<file path="config.mk">
export PLATFORM = sky130hd
export DESIGN_NAME = gpc_sum_accumulator
export DESIGN_NICKNAME = d
export VERILOG_FILES = /design/src/rtl/gpc_sum_accumulator.sv
export SDC_FILE = /design/constraint.sdc
export NUM_CORES = 1
export LEC_CHECK = 0
export CORE_UTILIZATION = 40
export CTS_BUF_LIST = sky130_fd_sc_hd__clkbuf_8
export DETAILED_ROUTE_END_ITERATION = 8
export RECOVER_POWER = 25
export SYNTH_ARGS = -nofsm -noshare
export SYNTH_HDL_FRONTEND = slang
export SYNTH_SLANG_ARGS = --single-unit
</file>
<file path="constraint.sdc">
create_clock -name clk -period 5.8 [get_ports clk]
set_input_delay 1.16 -clock clk [delete_from_list [all_inputs] [get_ports clk]]
set_output_delay 1.16 -clock clk [all_outputs]
set_load 0.02 [all_outputs]
</file>
<file path="src/rtl/gpc_sum_accumulator.sv">
// -----------------------------------------------------------------------------
// gpc_sum_accumulator
//   Folds a stream of GPC compressor result words into one weighted sum.
//   Each accepted word is shifted left by its column weight and added into an
//   AW-bit accumulator. When the beat tagged last is accepted, the final sum,
//   the beat count and a sticky overflow flag are presented, then held until
//   the downstream handshake completes.
//
// Ports
//   clk        single clock, rising edge
//   rst        synchronous active-high reset
//   in_valid   upstream word valid
//   in_ready   block can accept a word (low while a result is held)
//   in_data    GPC result word [DW-1:0]
//   in_shift   column weight shift [SW-1:0]
//   in_last    final word of the current operation
//   out_valid  out_sum / out_count / overflow are valid
//   out_ready  downstream accepts the result
//   out_sum    final accumulated sum [AW-1:0]
//   out_count  accepted beats including last, saturating [CW-1:0]
//   overflow   sticky: the true sum did not fit in AW bits
//
// Configuration macro
//   GPC_SUM_ACCUMULATOR_SATURATE_EN : when defined the accumulator clamps to
//   all-ones on overflow and stays there for the rest of the operation;
//   otherwise it wraps modulo 2^AW.
// -----------------------------------------------------------------------------
module gpc_sum_accumulator #(
    parameter int DW = 5,
    parameter int SW = 3,
    parameter int AW = 16,
    parameter int CW = 8
) (
    input  logic          clk,
    input  logic          rst,
    input  logic          in_valid,
    output logic          in_ready,
    input  logic [DW-1:0] in_data,
    input  logic [SW-1:0] in_shift,
    input  logic          in_last,
    output logic          out_valid,
    input  logic          out_ready,
    output logic [AW-1:0] out_sum,
    output logic [CW-1:0] out_count,
    output logic          overflow
);

    // Full width of a shifted term: nothing is lost before the add.
    localparam int TW = DW + (1 << SW) - 1;
    // Add width: one guard bit above the wider operand catches the carry.
    localparam int XW = ((AW > TW) ? AW : TW) + 1;

    typedef enum logic [1:0] {
        IDLE  = 2'd0,
        ACCUM = 2'd1,
        HOLD  = 2'd2
    } state_t;

    state_t          state_r;
    logic [AW-1:0]   acc_r;
    logic [CW-1:0]   count_r;
    logic            ovf_r;
    logic            in_ready_r;
    logic            out_valid_r;
    logic [AW-1:0]   out_sum_r;
    logic [CW-1:0]   out_count_r;
    logic            overflow_r;

    logic            accept_s;
    logic [TW-1:0]   term_s;
    logic [XW-1:0]   sum_s;
    logic            carry_s;
    logic [AW-1:0]   next_acc_s;
    logic [CW-1:0]   next_count_s;

    // Zero-extends both operands to the guarded add width and sums them.
    function automatic logic [XW-1:0] wide_add(input logic [AW-1:0] acc,
                                               input logic [TW-1:0] term);
        logic [XW-1:0] a;
        logic [XW-1:0] b;
        a = {{(XW-AW){1'b0}}, acc};
        b = {{(XW-TW){1'b0}}, term};
        return a + b;
    endfunction

    // Saturating increment of the beat counter.
    function automatic logic [CW-1:0] sat_inc(input logic [CW-1:0] cnt);
        if (cnt == {CW{1'b1}}) begin
            return cnt;
        end else begin
            return cnt + {{(CW-1){1'b0}}, 1'b1};
        end
    endfunction

    // Datapath for one beat: shifted term, guarded add, next accumulator/count.
    always_comb begin
        accept_s     = in_valid && in_ready_r;
        term_s       = {{(TW-DW){1'b0}}, in_data} << in_shift;
        sum_s        = wide_add(acc_r, term_s);
        // Any bit at or above AW means the true sum no longer fits.
        carry_s      = |sum_s[XW-1:AW];
        next_count_s = sat_inc(count_r);
`ifdef GPC_SUM_ACCUMULATOR_SATURATE_EN
        // Once clamped, stay clamped until the operation ends.
        if (carry_s || ovf_r) begin
            next_acc_s = {AW{1'b1}};
        end else begin
            next_acc_s = sum_s[AW-1:0];
        end
`else
        next_acc_s   = sum_s[AW-1:0];
`endif
    end

    // Control FSM with accumulator state and registered result outputs.
    always_ff @(posedge clk) begin
        if (rst) begin
            state_r     <= IDLE;
            acc_r       <= {AW{1'b0}};
            count_r     <= {CW{1'b0}};
            ovf_r       <= 1'b0;
            in_ready_r  <= 1'b1;
            out_valid_r <= 1'b0;
            out_sum_r   <= {AW{1'b0}};
            out_count_r <= {CW{1'b0}};
            overflow_r  <= 1'b0;
        end else begin
            case (state_r)
                IDLE, ACCUM: begin
                    if (accept_s) begin
                        acc_r   <= next_acc_s;
                        count_r <= next_count_s;
                        ovf_r   <= ovf_r | carry_s;
                        if (in_last) begin
                            state_r     <= HOLD;
                            in_ready_r  <= 1'b0;
                            out_valid_r <= 1'b1;
                            out_sum_r   <= next_acc_s;
                            out_count_r <= next_count_s;
                            overflow_r  <= ovf_r | carry_s;
                        end else begin
                            state_r <= ACCUM;
                        end
                    end else begin
                        state_r <= state_r;
                    end
                end
                HOLD: begin
                    if (out_ready) begin
                        state_r     <= IDLE;
                        acc_r       <= {AW{1'b0}};
                        count_r     <= {CW{1'b0}};
                        ovf_r       <= 1'b0;
                        in_ready_r  <= 1'b1;
                        out_valid_r <= 1'b0;
                        out_sum_r   <= {AW{1'b0}};
                        out_count_r <= {CW{1'b0}};
                        overflow_r  <= 1'b0;
                    end else begin
                        state_r <= HOLD;
                    end
                end
                default: begin
                    state_r     <= IDLE;
                    acc_r       <= {AW{1'b0}};
                    count_r     <= {CW{1'b0}};
                    ovf_r       <= 1'b0;
                    in_ready_r  <= 1'b1;
                    out_valid_r <= 1'b0;
                    out_sum_r   <= {AW{1'b0}};
                    out_count_r <= {CW{1'b0}};
                    overflow_r  <= 1'b0;
                end
            endcase
        end
    end

    assign in_ready  = in_ready_r;
    assign out_valid = out_valid_r;
    assign out_sum   = out_sum_r;
    assign out_count = out_count_r;
    assign overflow  = overflow_r;

endmodule
</file>
Yosys cells after proc, flatten, opt, wreduce, memory -nomap -nowiden

Cells that the tools add are included.

Flip-flop bits (word level): 54
Input bits: 13
Output and inout bits: 27
Logic and storage cells: 54

Add/sub/neg operators: 2
Equality and inequality tests: 6
Shift operators: 1
Muxes and demuxes: 30
Bitwise gates (word level): 1
Reduce and logical (&&, ||, !) cells: 5

Operator list:

| operator            | number |
|---|---|
| $mux 16             | 4 |
| $pmux 16 s2         | 2 |
| $mux 8              | 5 |
| $pmux 8 s2          | 2 |
| $add 16x12->17      | 1 |
| $shl 5x3->12        | 1 |
| $mux 1              | 9 |
| $add 8x1->8 const B | 1 |
| $eq 8x8->1 const B  | 1 |
| $pmux 1 s2          | 4 |
| $mux 2              | 3 |
| $ne 2x2->1 const B  | 3 |
| $pmux 2 s2          | 1 |
| $reduce_and 3->1    | 1 |
| $eq 2x1->1 const B  | 1 |
| $eq 2x2->1 const B  | 1 |
| $logic_not 2->1     | 1 |
| $reduce_and 2->1    | 1 |
| $reduce_or 2->1     | 1 |
| $logic_and 1x1->1   | 1 |
| $or 1x1->1          | 1 |

Longest topological paths before layout

Gate-level depths: netlist (run 1).

Word-level depth: 6
Mapped depth: 13
Mapped depth without buffers: 11

Worst setup path after synthesis (run 1)

No wires, ideal clock.

Path kind: input port to flip-flop
Start point: in in_shift[1]
End point: reg acc_r[13]
Setup time: 0.062 ns
Arrival time: 3.553 ns
Data required time: 5.738 ns
Path slack: 2.185 ns
Stages on the path: 12
Buffers on the path: 1
Path through: clkbuf_1 mux2_2 nand2_1 o21ai_0 and2_1 ha_1 and3_4 and3_1 o311a_2 nor2_1 or4b_1 nand3_1

Longest elaborated chain between the ends: 4

RTL lines:

| what                   | RTL line | source |
|---|---|---|
| start: declaration     | 39       | `input logic [SW-1:0] in_shift,` |
| $shl 5x3->12           | 98       | `term_s = {{(TW-DW){1'b0}}, in_data} << in_shift;` |
| $add 16x12->17         | 83       | `return a + b;` |
| $mux 16                | 130      | `if (accept_s) begin` |
| $pmux 16 s2            | 128      | `case (state_r)` |
| end signal: assignment | 119      | `acc_r <= {AW{1'b0}};` |
| end signal: assignment | 131      | `acc_r <= next_acc_s;` |
| end signal: assignment | 151      | `acc_r <= {AW{1'b0}};` |
| end: declaration       | 60       | `logic [AW-1:0] acc_r;` |

Every way passes these cells. The select of a mux whose other input is x is not followed.
A chain may end at the register's enable or synchronous reset.

Worst setup path in the final report (run 1)

Ends and elaborated chain as after synthesis.

==> results of run 1 <==
[worst max-delay path: stages]
cell and delay [ns]:
clkdlybuf4s50_1 0.67, mux2_2 0.39, nand2_1 0.06, o21ai_0 0.11, and2_1 0.21, ha_1 0.35
and3_4 0.23, and3_1 0.15, o311a_2 0.20, nor2_1 0.07, or4b_1 0.47, nand3_1 0.09
[routing by layer]
metal  share of wire (%)  routed length (microns)  GRT usage (%)  up-vias
met5                   0                        0              0        -
met4                 1.5                       99          5.572        0
met3                 3.4                      226          3.393        9
met2                  43                     2875          26.00       42
met1                  52                     3521          26.12     1209
li1                    -                        -              -     1378
[worst max path at each step]
stage               slack [ns]         from        end  cells after the start
detailed placement        1.57  in_shift[1]  acc_r[12]                     11
CTS                       1.90  in_shift[1]  acc_r[12]                     11
global placement          1.62  in_shift[1]  acc_r[12]                     11
global route              1.74  in_shift[1]  acc_r[12]                     11
floorplan                 2.18  in_shift[1]  acc_r[13]                     12
finish                    1.90  in_shift[1]  acc_r[13]                     12
[synth_stat cells (3+ instances only)]
library cell  instances  area, sq um
a21o_1                4        30.03
mux2i_1               6        60.06
and3_1                5        31.28
nor2_1               29        108.9
clkbuf_1             13        48.80
nand2b_1              5        31.28
o21ai_0              10        50.05
nor2b_1               3        18.77
nand3b_1              7        52.55
and2_1                5        31.28
nor4_1                3        18.77
nor3_1               15        75.07
ha_1                 13        162.7
nand3_1              10        50.05
buf_2                 6        30.03
xor2_1                7        61.31
a22o_1               10        87.58
o21ai_1              20        100.1
xnor2_1               7        61.31
dfxtp_1              54         1081
a21oi_1              31        155.2
nand2_1              56        210.2
o21bai_1              4        30.03
a31oi_1               6        37.54
inv_1                 7        26.28
a211oi_1              3        22.52
[cells by family after synthesis]
kind of cell    synth area share (%)
simple gates                   24.45
compound gates                 22.13
flops                          36.43
buf+inv                        3.542
xor+xnor                       4.132
fa+ha+maj                      6.155
mux                            3.162
[sequential cells by signal, indices dropped and copies added (netlist names)]
| register | cells |
|---|---|
| acc_r | 16 |
| count_r | 8 |
| in_ready | 1 |
| out_count | 8 |
| out_sum | 16 |
| out_valid | 1 |
| overflow | 1 |
| ovf_r | 1 |
| state_r | 2 |
[final cells by class]
| type | count | area share [%] |
|---|---|---|
| clock buffer | 5 | 1.973 |
| tap | 99 | 3.552 |
| sequential | 54 | 31.00 |
| inverter | 7 | 0.7535 |
| multi-input combinational | 291 | 50.99 |
| timing repair buffer | 40 | 11.41 |
| clock inverter | 2 | 0.3229 |
[where the power goes]
group / switching (mW) / leakage [nW] / total [mW] / internal (mW)
Sequential: 0.0138 / 0.438 / 0.401 / 0.387
Clock: 0.124 / 0.0414 / 0.206 / 0.0815
Combinational: 0.0952 / 0.934 / 0.158 / 0.0632
==> reports/results.env, run 1 <==
RUN_STATUS='finished, final reports clean'
CTSLONGESTPATHBUFFERS=2
COUNT_OF_MAX_CAP_CONSTRAINT_VIOLATIONS=0
LAYOUT_COMMON_CELLS='56 x nand2_1, 54 x dfxtp_1, 31 x a21oi_1, 29 x nor2_1, 21 x clkdlybuf4s50_1'
HOLD_BUFFERS=0
FINAL_CELL_AREA_SQ_UM=3487
FINAL_MAX_SLEW_VIOL_COUNT=0
DIE_W_MICRONS=88.14
STDCELL_COUNT=498
SYN_INST=371
FINAL_PERIOD_MINUS_WORST_SETUP_SLACK_NS=3.900
SYNTHFLOPTYPE='dfxtp_1'
MIN_PATH_TYPE='reg -> reg'
WORSTREG2REGSTART='state_r[1]'
CRIT_PATH_START_KIND='input pin'
CRIT-REG2REG-CAPTURE='out_sum[7]'
TIMING.CRITICAL_PATH.TO_TYPE='register'
YS.WARNINGS.COUNT=0
PLACED_CELL_AREA_SQ_UM=3411
REG2REG_SETUP_SLACK_NS=3.19
SYNTH.NET_COUNT=398
TIGHTEST_SLEW_NS=0.9011
NUM_ANTENNA_CELLS=0
TRITONCTS='done'
CTS_MADE_BUFFERS=5
REGISTER_AREA_SQ_UM=1081
POWER_DENSITY_nW_PER_UM2=219.3
CRIT_PATH_CLASS='in -> reg'
INITIAL_STANDARD_CELL_UTILIZATION_OF_THE_CORE_PCT=41.14
POWER.IR.VDD_WORST_mV=0.08411
FINAL.PERIOD_UTILIZATION_PCT=67.24
WORST_SETUP_HOLD_PATH_CLK_SLEW_NS=0.09
SLEW_HEADROOM_PCT=39.84
SYNTH-SEQ-AREA-SHARE_PCT=36.42
CLOCKROOTBUFFER='clkbuf_8'
IO_BUFFERS=39
CRITICAL_PATH_PEAK_FANOUT=10
SETUP_SLACK_NS=1.900
DETAIL_PLACEMENT_HPWL_MICRONS=4800
POST_CTS_RESIZE_COUNT=0
HOLD_VIOLATIONS=0
CLKLATENCYLATEPIN_NS=0.31
PRE_CTS_SLACK_NS=1.569
FMAXACHIEVABLE_MHz=256.4
GRT_USAGE_PCT=17.75
FINAL_LAYOUT_SIZE_SUFFIX_GT1_SHARE_PCT=4.010
COMMONEST_NON_FILL_NON_TAP_CELL_IN_THE_LAYOUT='nand2_1'
GRT_ANTENNA_BEFORE_REPAIR=0
UNREPAIRED_SETUP_ENDPOINTS_AFTER_GLOBAL_ROUTING='false'
GRT_PASS1_WL_MICRONS=10760
FP.DIEAREA_SQ_UM=7768
POST_SYNTH_INSTANCE_AREA_SQ_UM=2968
WORSTHOLDPATHCELLS=2
SYNTH-EDFF-COUNT=0
MULTI_INPUT_AREA_SQ_UM=1778
AREA.GROWTH.SYNTH_TO_FINAL_PCT=17.50
FILL_CELLS=733
FINALHOLDWORSTSLACK_NS=0.4471
DETAIL_ROUTE.VIAS_PER_CELL=5.297
DETAILEDROUTE.FIRSTITERATIONVIOLATIONS=86
POST_CTS.REPAIR.SETUP_BUFFERS=0
POST_SYNTHESIS_AVERAGE_CELL_AREA_SQ_UM=8.000
CP_DATA_REQUIRED_TIME_NS=6.05
POSTSYNTHREGISTERBITS=54
YOSYS.CELL_TYPES.COUNT=51
HTREEDEPTH=2
FF2FF_PATH_DEPTH=4
CTS.SINKS=54
GRT.OVERFLOW.TOTAL=0
ASYNC_RESET_FF_SHARE_PCT=0
ROUTABILITYCONGESTION=0.8470
ROUTEDWLPERCELL_MICRONS=13.50
DETAILEDROUTE.FIRSTPASSITERATIONCOUNT=4
CP_DATA_ARRIVAL_TIME_NS=4.15
HP-START='out_count[3]'
DESIGN_POWER_TOTAL_mW=0.7646
VIA_COUNT=2638
IOS=40
WL_MICRONS=6722
FINAL.SETUP.TNS_NS=0
SKEW_NS=0.01132
REMAINING_DRC_ERRORS=0
GRT_START_MAX_NET_PINS=38
SETUP_VIOL=0
FP.COREAREA_SQ_UM=7214
FINAL_ANTENNA_NET_COUNT=0
PLACEMENT_ROWS=31
WHS_ENDPOINT='out_count[3]'
POST-ROUTE-UTIL_PCT=48.34
LEAKAGEPOWER_nW=1.414
NETS=426
FIRST_GLOBAL_VIAS=2258
DPL.CELL_COUNT=491
DIE-HEIGHT_MICRONS=88.14
(Power assumes the default switching activity.)
==> run 2: changes to the inputs <==
- clock period: 5.8 -> 3.3 ns (I/O delays scaled with it)
==> run 2 against run 1 <==
Compared with the run above: non-clock buffer count increased by 38; clock skew is 0.0065 ns lower; hold slack got worse by 0.0037 ns; combinational power up 110%; setup slack got worse by 1.7 ns; via count grew 4.4%; critical path depth increased by 1; clock power grew 100%; die area unchanged; highest routed layer unchanged.
==> reports/results.env, run 2 (synthesis results as in run 1) <==
FINAL.SETUP.TNS_NS=0
FIRST_GLOBAL_VIAS=2421
INITIAL_STANDARD_CELL_UTILIZATION_OF_THE_CORE_PCT=41.14
FINAL_CELL_AREA_SQ_UM=3792
FINALHOLDWORSTSLACK_NS=0.4434
CP_DATA_ARRIVAL_TIME_NS=3.36
WORST_PATH_MAX_DELAY_CELL='clkdlybuf4s50_1'
SLEW_HEADROOM_PCT=46.50
DIE-HEIGHT_MICRONS=88.14
CRITICAL_PATH_PEAK_FANOUT=6
GRT_ANTENNA_BEFORE_REPAIR=0
CRIT_PATH_CLASS='in -> reg'
VIA_COUNT=2754
FINAL_ANTENNA_NET_COUNT=0
POWER_DENSITY_nW_PER_UM2=383.0
ROUTABILITYCONGESTION=0.8783
HTREEDEPTH=2
IOS=40
CRIT_PATH_START_KIND='input pin'
TRITONCTS='done'
FINAL_LAYOUT_SIZE_SUFFIX_GT1_SHARE_PCT=12.33
CRIT_PATH_MAX_INCR_DELAY_NS=0.49
COUNT_OF_MAX_CAP_CONSTRAINT_VIOLATIONS=0
ROUTEDWLPERCELL_MICRONS=12.99
CLKLATENCYLATEPIN_NS=0.31
CLOCKROOTBUFFER='clkbuf_8'
LEAKAGEPOWER_nW=1.579
SKEW_NS=0.004792
GRT_USAGE_PCT=19.08
TIMING.CRITICAL_PATH.TO_TYPE='register'
WORST_SETUP_HOLD_PATH_CLK_SLEW_NS=0.10
REMAINING_DRC_ERRORS=0
WL_MICRONS=6974
FINAL_MAX_SLEW_VIOL_COUNT=0
FINAL.PERIOD_UTILIZATION_PCT=94.06
DETAILEDROUTE.FIRSTPASSITERATIONCOUNT=4
IO_BUFFERS=39
CP_DATA_REQUIRED_TIME_NS=3.56
NUM_ANTENNA_CELLS=0
GRT_START_MAX_NET_PINS=25
PLACEMENT_ROWS=31
FP.COREAREA_SQ_UM=7214
CTS.SINKS=54
HOLD_VIOLATIONS=0
RUN_STATUS='finished, final reports clean'
GRT.OVERFLOW.TOTAL=0
PLACED_CELL_AREA_SQ_UM=3696
FMAXACHIEVABLE_MHz=322.2
FINAL_PERIOD_MINUS_WORST_SETUP_SLACK_NS=3.104
DETAIL_ROUTE.VIAS_PER_CELL=5.128
CP_CELL_SEQUENCE='clkdlybuf4s50_1 -> buf_4 -> mux2i_1 -> o21ai_0 -> nand2_1 -> o21ai_0 -> ha_1 -> and3_1 -> and3_1 -> o311a_2 -> nor2_1 -> or4b_1 -> nand3_1'
SETUP_VIOL=0
AREA.GROWTH.SYNTH_TO_FINAL_PCT=27.78
CTS_MADE_BUFFERS=5
UNREPAIRED_SETUP_ENDPOINTS_AFTER_GLOBAL_ROUTING='false'
GRT_PASS1_WL_MICRONS=11590
FP.DIEAREA_SQ_UM=7768
NETS=464
FILL_CELLS=748
TIGHTEST_SLEW_NS=0.8026
HOLD_BUFFERS=0
COMMONEST_NON_FILL_NON_TAP_CELL_IN_THE_LAYOUT='nand2_1'
POWER.IR.VDD_WORST_mV=0.3068
DIE_W_MICRONS=88.14
DETAILEDROUTE.FIRSTITERATIONVIOLATIONS=121
MIN_PATH_TYPE='reg -> reg'
CTSLONGESTPATHBUFFERS=2
DETAIL_PLACEMENT_HPWL_MICRONS=5158
LAYOUT_COMMON_CELLS='56 x nand2_1, 54 x dfxtp_1, 37 x buf_4, 31 x a21oi_1'
run 2: critical path: cells and delay by family:
| family | cells | cell delay [ns] |
|---|---|---|
| and+or+nand+nor | 6 | 1.10 |
| buffers and inverters | 2 | 0.64 |
| AOI/OAI and AO/OA | 3 | 0.43 |
| adders and majority gates | 1 | 0.34 |
| muxes | 1 | 0.21 |
run 2: what timing repair did:
action                                  4_1_cts  5_1_grt
gates resized for setup                       0        1
buffers inserted                              0        0
endpoints found under the setup margin        0        2
run 2: path summary, 6_finish.rpt:
kind          startpoint          end  slack [ns]  depth (start not counted)
max          in_shift[1]    acc_r[13]        0.20                         13
min reg2reg  out_sum[12]  out_sum[12]        0.44                          2
min          out_sum[12]  out_sum[12]        0.44                          2
max reg2reg     acc_r[0]  out_sum[14]        1.09                         10
run 2: routing by layer:
layer | GRT usage [%] | wire, microns
met4 | 5.572 | 89
met2 | 29.32 | 3005
met3 | 3.110 | 219
met5 | 0 | 0
met1 | 27.46 | 3659
run 2: per-stage QoR:
step | cells | power, mW | setup WS, ns | util, %
2_1_floorplan | 371 | 0.9146 | 0.1849 | -
3_3_place_gp | 529 | 1.048 | -0.09347 | 51.23
3_5_place_dp | 529 | 1.050 | -0.1235 | 51.23
4_1_cts | 537 | 1.471 | 0.2118 | 52.69
5_1_grt | 537 | 1.521 | 0.01142 | 52.57
6_report | 537 | 1.453 | 0.1962 | 52.57
run 2: layout make-up:
cell class                      instances  area, sq um  share of cell area, %
Timing Repair Buffer                   78        675.6                  17.82
Sequential cell                        54         1081                  28.51
Clock inverter                          1        8.758                 0.2309
Tap cell                               99        123.9                  3.266
Multi-Input combinational cell        291         1780                  46.95
Clock buffer                            7        96.34                  2.540
Inverter                                7        26.28                 0.6928
run 2: power breakdown:
part / internal, mW / total [mW] / switching [mW]
Sequential: 0.680 / 0.702 / 0.0218
Clock: 0.193 / 0.421 / 0.228
Combinational: 0.149 / 0.330 / 0.180
==> edit 1, RTL diff (config.mk and constraints of run 2) <==
Register the output `out_count` once more, cleared by the reset; this adds one clock of latency there. The other outputs are not delayed to match.
--- a/src/rtl/gpc_sum_accumulator.sv
+++ b/src/rtl/gpc_sum_accumulator.sv
@@ -179,5 +179,11 @@
     assign out_valid = out_valid_r;
     assign out_sum   = out_sum_r;
-    assign out_count = out_count_r;
+    always_ff @(posedge clk) begin
+        if (rst) begin
+            out_count <= '0;
+        end else begin
+            out_count <= out_count_r;
+        end
+    end
     assign overflow  = overflow_r;
 
Function: changed (Yosys sat finds a counterexample within 4 cycles, from zero or initial values and one cycle with rst high).
==> edit 1 against run 2 <==
The flow now finishes with violations (capacitance limit, slew limit). Total power grew 20%. Critical path depth decreased by 1. Hold slack improved by 0.57 ps. Fmax fell by 0.56%. Die area increased by 9.4%. Routed wire length up 11%. Design area grew 7.8%. Area after synthesis is 9.7% higher. Clock power grew 41%. Sequential cell count grew 8. Non-clock buffer count is 4 lower. Worst setup slack lost 18 ps.
==> edit 1: results (changes against run 2) <==
\begin{tabular}{lr}
\hline
Metric & Value \\
\hline
\multicolumn{2}{l}{\textbf{Clocking}} \\
\quad Worst-skew pair later-pin latency & 330 ps (was 310 ps) \\
\quad Number of H-tree levels & 3 (was 2) \\
\quad Clock buffers created by TritonCTS & 9 (was 5) \\
\multicolumn{2}{l}{\textbf{Global routing}} \\
\quad Aggregate global-route resource usage & 0.195 (was 0.191) \\
\quad Largest net degree at the start of global routing & 38 (was 25) \\
\quad First-pass GRT wire length & 13.2 mm (was 11.6 mm) \\
\multicolumn{2}{l}{\textbf{Power and ir drop}} \\
\quad Psw & 0.518 mW (was 0.430 mW) \\
\quad Leak Pwr & 1.66 nW (was 1.58 nW) \\
\quad Power drawn by the sequential cells & 0.798 mW (was 0.702 mW) \\
\quad Maximum vdd drop & 0.252 mV (was 0.307 mV) \\
\quad Switching portion of total power & 0.298 (was 0.296) \\
\quad Clock group share of total power & 0.343 (was 0.290) \\
\multicolumn{2}{l}{\textbf{Placement}} \\
\quad Area post-placement & 3910 sq um (was 3700 sq um) \\
\quad Post-DP HPWL & 5.80 mm (was 5.16 mm) \\
\quad Pre-CTS worst setup slack & -177 ps (was -124 ps) \\
\quad Total placed cells including tap cells & 547 (was 529) \\
\multicolumn{2}{l}{\textbf{Status}} \\
\quad Result of the run & finished with violations (was finished, final reports clean) \\
\quad Violated checks & capacitance limit, slew limit \\
\multicolumn{2}{l}{\textbf{Routing}} \\
\quad Routed wire length & 7.76 mm (was 6.97 mm) \\
\quad Average via count per standard cell & 5.22 (was 5.13) \\
\quad Total via count after detailed routing & 2941 (was 2754) \\
\quad Iteration-0 DRC count of the detailed router & 87 (was 121) \\
\multicolumn{2}{l}{\textbf{Timing}} \\
\quad Setup Skew & 8.91 ps (was 4.79 ps) \\
\quad Worst relative slew slack & -0.0565 (was 0.465) \\
\quad Max-slew violation count & 38 (was 0) \\
\quad Maximum clock rate & 0.320 GHz (was 0.322 GHz) \\
\multicolumn{2}{l}{\textbf{Synthesis}} \\
\quad Leading post-synthesis cells by instance count & nand2\_1 (63), dfxtp\_1 (62), a21oi\_1 (37) (was nand2\_1 (56), dfxtp\_1 (54), a21oi\_1 (31)) \\
\quad Syn nets & 420 (was 398) \\
\quad Largest cells by area after synthesis & dfxtp\_1 (38\%), nand2\_1 (7.3\%), a21oi\_1 (5.7\%) (was dfxtp\_1 (36\%), nand2\_1 (7.1\%), ha\_1 (5.5\%)) \\
\quad Sequential fraction of the synthesis area & 0.381 (was 0.364) \\
\quad Cell variety after synth & 63 (was 51) \\
\quad Average cell area after synthesis & 8.28 sq um (was 8.00 sq um) \\
\multicolumn{2}{l}{\textbf{Critical path}} \\
\quad Critical-path maximum fanout & 5 (was 6) \\
\multicolumn{2}{l}{\textbf{Job}} \\
\quad Max-cap viol count & 1 (was 0) \\
\multicolumn{2}{l}{\textbf{Cells and area}} \\
\quad Number of nets in the finished design & 483 (was 464) \\
\quad Filler cell count in the final layout & 770 (was 748) \\
\hline
\end{tabular}
-- edit 1: cell count changes after synthesis, sizes merged, moves of 5 or more --
cell,before,now
nand2,56,63
o21ai,31,19
a21oi,31,38
dfxtp,54,62
nor2b,3,9
buf,6,11
o211ai,0,6
nand3b,8,2
-- edit 1: worst paths after layout --
kind / start / end / depth (start not counted)
max: in_shift[1] / acc_r[15] / 12
min: ovf_r / ovf_r / 2
max reg2reg: acc_r[0] / acc_r[14] / 9
min reg2reg: ovf_r / ovf_r / 2
-- edit 1: worst min-delay path, stage by stage (launching register included) --
cell	delay [ps]
dfxtp_1	310
nand2_1	50
nand2_1	40
-- edit 1: cell type report --
cell class                 count  area (sq um)  share of cell area
tap                          102           128              0.0312
clock buffer                  10           138              0.0337
inverter                      10          37.5             0.00918
timing repair buffer          74           639               0.156
sequential                    62          1240               0.304
clock inverter                 6          37.5             0.00918
multi-input combinational    299          1870               0.457
-- edit 1: cells by family (layout without fill, tap and decap cells) --
logic type,after synthesis,count (layout),share of synthesized area
AND/OR/NAND/NOR,160,160,0.239
AO/OA/AOI/OAI,104,104,0.216
flip-flops,62,62,0.381
buffers and inverters,32,100,0.0473
adder cells (fa/ha/maj),14,14,0.0561
XOR/XNOR,14,14,0.0377
multiplexers,7,7,0.0223
-- edit 1: repair_timing --
item / CTS / global route
endpoints found under the hold margin: 0 / 0
resized for setup: 0 / 2
setup endpoints to repair: 0 / 1
-- edit 1: layer usage --
layer	share of wire	GRT usage	up-vias
li1	-	-	1514
met3	0.038	0.0423	10
met4	0.010	0.0560	0
met1	0.48	0.257	1360
met2	0.48	0.317	57
met5	0	0	-
==> edit 2, RTL diff (config.mk and constraints of run 2) <==
Without the edit above. Build with the macro `GPC_SUM_ACCUMULATOR_SATURATE_EN` defined.
--- a/src/rtl/gpc_sum_accumulator.sv
+++ b/src/rtl/gpc_sum_accumulator.sv
@@ -26,4 +26,6 @@
 //   otherwise it wraps modulo 2^AW.
 // -----------------------------------------------------------------------------
+`define GPC_SUM_ACCUMULATOR_SATURATE_EN
+
 module gpc_sum_accumulator #(
     parameter int DW = 5,
Behaviour: same outputs for any inputs over 4 cycles, from zero or initial values and one cycle with rst high; that may be too few to reach the edited logic, so the function may still have changed.
==> edit 2 against run 2 <==
Sequential cell count stayed put. Design area is 9.6% higher. Total power is 11% higher. Clock skew is 5.5 ps higher. Fmax is 3.7% lower. Register-to-register slack worse by 180 ps. Routed wire length is 28% higher. Area after synthesis is 4.1% higher. Critical path type unchanged. Sequential power is 2% higher. Worst setup slack worse by 120 ps.
==> edit 2: results (changes against run 2) <==
\begin{tabular}{lr}
\hline
Metric & Value \\
\hline
\multicolumn{2}{l}{\textbf{Status}} \\
\quad Result of the run & finished, final reports clean (unchanged) \\
\multicolumn{2}{l}{\textbf{Placement}} \\
\quad Post-DP HPWL & 6.42 mm (was 5.16 mm) \\
\quad Total placed cells including tap cells & 562 (was 529) \\
\quad Routability congestion estimate from global placement & 0.928 (was 0.878) \\
\multicolumn{2}{l}{\textbf{Critical path}} \\
\quad Top delay family on crit path & compound AO/OA/AOI/OAI gates (was simple AND/OR/NAND/NOR gates) \\
\quad Biggest cell delay along the critical path & 440 ps (was 490 ps) \\
\quad Worst r2r path cells & 9 (was 10) \\
\quad Last element of the critical path & acc\_r[15] (was acc\_r[13]) \\
\multicolumn{2}{l}{\textbf{Synthesis}} \\
\quad Largest cells by area after synthesis & dfxtp\_1 (35\%), nand2\_1 (7.0\%), a21oi\_1 (6.3\%) (was dfxtp\_1 (36\%), nand2\_1 (7.1\%), ha\_1 (5.5\%)) \\
\quad Sequential fraction of the synthesis area & 0.350 (was 0.364) \\
\quad Leading post-synthesis cells by instance count & nand2\_1 (58), dfxtp\_1 (54), a21oi\_1 (39) (was nand2\_1 (56), dfxtp\_1 (54), a21oi\_1 (31)) \\
\multicolumn{2}{l}{\textbf{Power and ir drop}} \\
\quad Leak Pwr & 1.65 nW (was 1.58 nW) \\
\quad Maximum vdd drop & 0.225 mV (was 0.307 mV) \\
\quad Clock group share of total power & 0.246 (was 0.290) \\
\quad Share of power burned in combinational logic & 0.309 (was 0.227) \\
\quad Psw & 0.530 mW (was 0.430 mW) \\
\multicolumn{2}{l}{\textbf{Cells and area}} \\
\quad Share of final layout cell area taken by clock buffers and inverters & 0.0229 (was 0.0277) \\
\quad Proportion of layout cells with a drive suffix above 1 & 0.212 (was 0.123) \\
\quad Proportion of final cell area spent on non-clock buffers & 0.202 (was 0.178) \\
\quad Number of signal-net buffers in the layout & 96 (was 78) \\
\quad CLK BUF & 6 (was 7) \\
\quad Multi-input gates & 309 (was 291) \\
\multicolumn{2}{l}{\textbf{Global routing}} \\
\quad Aggregate global-route resource usage & 0.216 (was 0.191) \\
\quad Number of global-route vias before repair & 2915 (was 2421) \\
\quad Grt met1 use & 0.291 (was 0.275) \\
\quad Largest net degree at the start of global routing & 28 (was 25) \\
\quad Met3 track demand over resource in global routing & 0.0474 (was 0.0311) \\
\multicolumn{2}{l}{\textbf{Routing}} \\
\quad Routed metal-1 wirelength & 4.26 mm (was 3.66 mm) \\
\quad Routed wire length & 8.91 mm (was 6.97 mm) \\
\quad Total via count after detailed routing & 3100 (was 2754) \\
\quad Iteration-0 DRC count of the detailed router & 136 (was 121) \\
\quad Routed met3 length & 418 um (was 219 um) \\
\quad Met2 Wirelength & 4.08 mm (was 3.01 mm) \\
\multicolumn{2}{l}{\textbf{Hold path}} \\
\quad Worst Hold Endpoint & out\_count[1] (was out\_sum[12]) \\
\multicolumn{2}{l}{\textbf{Timing}} \\
\quad Slew at the pin with the worst max-slew slack & 667 ps (was 803 ps) \\
\hline
\end{tabular}
[edit 2: kinds of logic after synthesis]
| logic type | Yosys count | share of synthesized area |
|---|---|---|
| xor+xnor | 17 | 0.0482 |
| fa+ha+maj | 14 | 0.0591 |
| flops | 54 | 0.350 |
| simple gates | 145 | 0.211 |
| mux | 8 | 0.0267 |
| compound gates | 125 | 0.270 |
| buf+inv | 26 | 0.0360 |
[edit 2: timing repair]
action | CTS | global route
gates resized for setup | 0 | 27
hold buffers | 0 | 0
endpoints found under the setup margin | 0 | 27
buffers inserted | 0 | 1
[edit 2: per-stage QoR]
stage                     hold slack (ps)  instance area [sq um]
final                                 456                   4160
after global routing                  475                   4160
after CTS                             461                   4040
after detailed placement              445                   3950
after global placement                442                   3950
after floorplan                       436                   3090
